$ cat config.mk
export PLATFORM = sky130hd
export DESIGN_NAME = zrb_fifo_rd_stream
export DESIGN_NICKNAME = d
export VERILOG_FILES = /design/src/rtl/zrb_fifo_rd_stream.sv
export SDC_FILE = /design/constraint.sdc
export NUM_CORES = 1
export LEC_CHECK = 0
export ABC_CLOCK_PERIOD_IN_PS = 3820
export CORE_MARGIN = 2
export CORE_UTILIZATION = 50
export DETAILED_ROUTE_END_ITERATION = 7
export GPL_ROUTABILITY_DRIVEN = 0
export PLACE_DENSITY = 0.82
export SKIP_LAST_GASP = 1
export SYNTH_ARGS = -nofsm -noshare
export SYNTH_HDL_FRONTEND = slang
export SYNTH_SLANG_ARGS = --single-unit
$ cat constraint.sdc
create_clock -name rd_clk -period 3.82 [get_ports rd_clk]
set_input_delay 0.764 -clock rd_clk [delete_from_list [all_inputs] [get_ports rd_clk]]
set_output_delay 0.764 -clock rd_clk [all_outputs]
set_load 0.05 [all_outputs]
$ cat src/rtl/zrb_fifo_rd_stream.sv
// Show-ahead valid/ready adapter for the zrb_fifo registered read port.
// A two-entry head/skid buffer keeps one word per clock flowing under back-pressure.
module zrb_fifo_rd_stream #(
  parameter int unsigned DATA_WIDTH = 8,
  parameter int unsigned CNT_WIDTH  = 16
) (
  input  logic                  rd_clk,
  input  logic                  reset_n,
  input  logic                  flush,
  input  logic                  fifo_empty,
  output logic                  fifo_rd_en,
  input  logic [DATA_WIDTH-1:0] fifo_data,
  output logic                  m_valid,
  input  logic                  m_ready,
  output logic [DATA_WIDTH-1:0] m_data,
  output logic [CNT_WIDTH-1:0]  word_count
);

  logic [1:0]            occ;
  logic [1:0]            occ_nxt;
  logic                  infl;
  logic                  pop;
  logic [2:0]            pending;
  logic [DATA_WIDTH-1:0] head;
  logic [DATA_WIDTH-1:0] skid;

  // Counting the word leaving this cycle lets a full buffer still issue a read.
  always_comb begin
    pop        = m_valid & m_ready;
    pending    = {1'b0, occ} + {2'b00, infl} - {2'b00, pop};
    fifo_rd_en = reset_n & ~flush & ~fifo_empty & (pending < 3'd2);
  end

  always_comb begin
    occ_nxt = occ;
    case ({infl, pop})
      2'b10:   occ_nxt = occ + 2'd1;
      2'b01:   occ_nxt = occ - 2'd1;
      default: occ_nxt = occ;
    endcase
  end

  always_ff @(posedge rd_clk or negedge reset_n) begin
    if (!reset_n) begin
      occ        <= '0;
      infl       <= 1'b0;
      m_valid    <= 1'b0;
      head       <= '0;
      skid       <= '0;
      word_count <= '0;
    end else begin
      infl <= fifo_rd_en;
      if (pop) word_count <= word_count + CNT_WIDTH'(1);
      if (flush) begin
        occ     <= '0;
        m_valid <= 1'b0;
      end else begin
        occ     <= occ_nxt;
        m_valid <= (occ_nxt != 2'd0);
        if (pop && occ == 2'd2) begin
          head <= skid;
          if (infl) skid <= fifo_data;
        end else if (infl) begin
          if (occ == 2'd0 || pop) head <= fifo_data;
          else                    skid <= fifo_data;
        end
      end
    end
  end

  assign m_data = head;

endmodule

==> out/qor.yml, run 1 <==
outcome:
  status: "completed"
global_routing:
  grtUsageMet1_pct: 22.61
  grt_pass1_vias: 1132
  grt_pass1_wl_um: 5099
  grt_use_met2_pct: 32.14
  grtUsageTotal_pct: 19.46
  grt_max_degree: 37
  grt_util_met3_pct: 7.453
  antenna_found_initial: 0
  overflow: 0
  grt.busiest_layer: "met2"
power:
  swShare_pct: 40.01
  p_comb_share_pct: 42.8
  power.switching_w: 0.0005849
  leakagePower_nw: 0.9964
  internal-power_w: 0.0008770
  ir_drop_uv: 346.0
  seqPwrFrac_pct: 38.7
  p_clk_share_pct: 18.5
  power_density_nw_per_um2: 662.7
layout:
  finalNetCount: 195
  syn_to_final_growth_pct: 30.79
  drive_gt1_share_pct: 21.23
  utilization_pct: 67.16
  layout_commonest_cell: "clkdlybuf4s50_1"
  final_cell_mix: "clkdlybuf4s50_1, dfrtp_1, mux2_2"
  diodes: 0
routing:
  vias: 1106
  routed_wire_length_per_instance_um: 14.18
  remaining_drc_errors: 0
  antenna_left: 0
  first_pass_iters: 4
  viasPerCell: 4.916
  routed_wirelength_um: 3190
  drtIter0Drc: 36
worst_setup_path:
  regToRegEndpoint: "infl"
  path_class: "primary input to output pin"
  required_ns: 3.06
  max_stage_delay_ns: 0.48
  cpMaxStageDelayCell: "clkdlybuf4s50_1"
  reg2reg_depth: 7
  crit_fanout: 4
  start_kind: "primary input"
  cp-endpoint: "fifo_rd_en"
  crit_arrival_ns: 2.84
  crit_start: "m_ready"
  timing.rr.start: "m_valid"
  reg2reg_slack_ns: 1.91
  worstSetupEndpointType: "output pin"
  path_cells: "clkdlybuf4s50_1 -> nand2_1 -> xnor2_1 -> ha_1 -> inv_1 -> fa_1 -> nand4bb_1 -> nor2_1 -> buf_12"
flow_run:
  cap_violations: 0
synth:
  post-synth-top-area-fraction_pct: 53.41
  synth_warnings: 0
  syn_area_per_cell_um2: 12.59
  yosys.area.top_type: "dfrtp_1"
  synth_top_flop_cell: "dfrtp_1"
  synth_area_leaders: "dfrtp_1, mux2_2, mux2_4"
  netlist_area_um2: 1687
  synth_cell_types: 28
  synth_cells: 134
  synth-seq-cells: 36
  synthArstFlopShare_pct: 100.0
  ys_seq_area_share_pct: 53.41
  syn_nets: 151
  synth-edff-count: 0
clocking:
  clk_latency_ns: 0.36
  holdBufCountCts: 0
  clkTransAtPathRegs_ns: 0.11
  cts_buffers: 5
  cts_root_buf: "clkbuf_4"
  cts_setup_buffers: 0
  cts_resized: 0
  cts_tree: "yes"
  clkSinkCount: 36
  clock_path_buffers: 2
  htree_levels: 2
die:
  coreArea_um2: 3284
  die_w_um: 62.08
  die_area_um2: 3854
  start_util_pct: 51.35
  num_rows: 21
  die_y_um: 62.08
  io_pins: 39
timing:
  tightest_slew_ns: 0.5156
  period_needed_ns: 3.606
  fmax_ghz: 0.2773
  finalCritPeriodShare_pct: 94.41
  setup_viol: 0
  slew_headroom_pct: 65.52
  slew_violations: 0
  fin_setup_tns_ns: 0
  finClkSkew_ns: 0.01069
  timing_hold_violations_final: 0
  rsz0062_at_grt: "no"
placed_design:
  portBuffers: 38
  dp_hpwl_um: 2392
min_path:
  hold_class: "register to register"
  hold_path_startpoint: "word_count[15]"
## per-layer routing
| metal | routed length (um) | vias up | share of wire (%) |
|---|---|---|---|
| li1 | - | 539 | - |
| met1 | 1359 | 540 | 43 |
| met2 | 1642 | 20 | 51 |
| met3 | 133 | 7 | 4.2 |
| met4 | 55 | 0 | 1.7 |
| met5 | 0 | - | 0 |
## Yosys cell counts, drive strengths merged (2+ instances only)
cell and n:
a21oi 3, dfrtp 36, ha 3, inv 5, mux2 24, nand2 12, nand3 8, nand4 2
nor2 7, nor3 3, xnor2 11, xor2 7
## cell families after synthesis
logic type / share of synthesized area (%)
compound gates: 1.409
buf+inv: 2.077
mux: 18.40
fa+ha+maj: 3.413
xor+xnor: 9.347
flops: 53.41
simple gates: 11.95
## power groups by stage
stage                     Combinational [W]  Sequential, W  Clock (W)
after floorplan                    0.000197       0.000790          0
after global placement             0.000614       0.000566          0
after detailed placement           0.000630       0.000573          0
after CTS                          0.000633       0.000566   0.000274
after global routing               0.000661       0.000579   0.000291
final                              0.000626       0.000566   0.000271
## critical path: cells and delay by family
family                   cells  cell delay [ns]
AND/OR/NAND/NOR              3             0.45
adder cells (fa/ha/maj)      2             0.67
XOR/XNOR                     1             0.25
buffers and inverters        3             0.70
## sequential cells by signal, summed over array words and instances (netlist names)
signal	count
infl	1
word_count	16
occ	2
m_data	8
m_valid	1
skid	8
## how the worst min path moves through the flow
stage / to / slack, ns / cells past startpoint
6_report: word_count[15] / 0.48 / 1
4_1_cts: word_count[15] / 0.48 / 1
3_3_place_gp: word_count[15] / 0.46 / 1
5_1_grt: word_count[15] / 0.53 / 1
3_5_place_dp: word_count[15] / 0.47 / 1
2_1_floorplan: infl / 0.47 / 0
## cell type report
| cell class | instances | area (um2) |
|---|---|---|
| clock buffer | 5 | 37.54 |
| clock inverter | 3 | 42.54 |
| fill | 260 | 1079 |
| inverter | 5 | 18.77 |
| multi-input combinational | 91 | 750.7 |
| sequential | 36 | 900.9 |
| tap | 46 | 57.56 |
| timing repair buffer | 39 | 397.9 |
## metrics by stage
step | cell area [um2] | std cells | total power, W | hold WS [ns] | worst slack (ns)
floorplan | 1687 | 134 | 0.0009875 | 0.4684 | 0.4863
global placement | 2126 | 217 | 0.001180 | 0.4577 | 0.2383
detailed placement | 2126 | 217 | 0.001203 | 0.4652 | 0.1884
CTS | 2206 | 225 | 0.001473 | 0.4818 | 0.1936
global route | 2206 | 225 | 0.001531 | 0.5268 | 0.05585
finish | 2206 | 225 | 0.001462 | 0.4758 | 0.2136
No activity file was read; power rests on OpenSTA's default activity.
==> run 2: changes to the inputs <==
CTS_BUF_LIST = sky130_fd_sc_hd__clkbuf_4 sky130_fd_sc_hd__clkbuf_8   (was default)
==> results of run 2 <==
The final DEF is identical to that of run 1; final timing and power are the same.
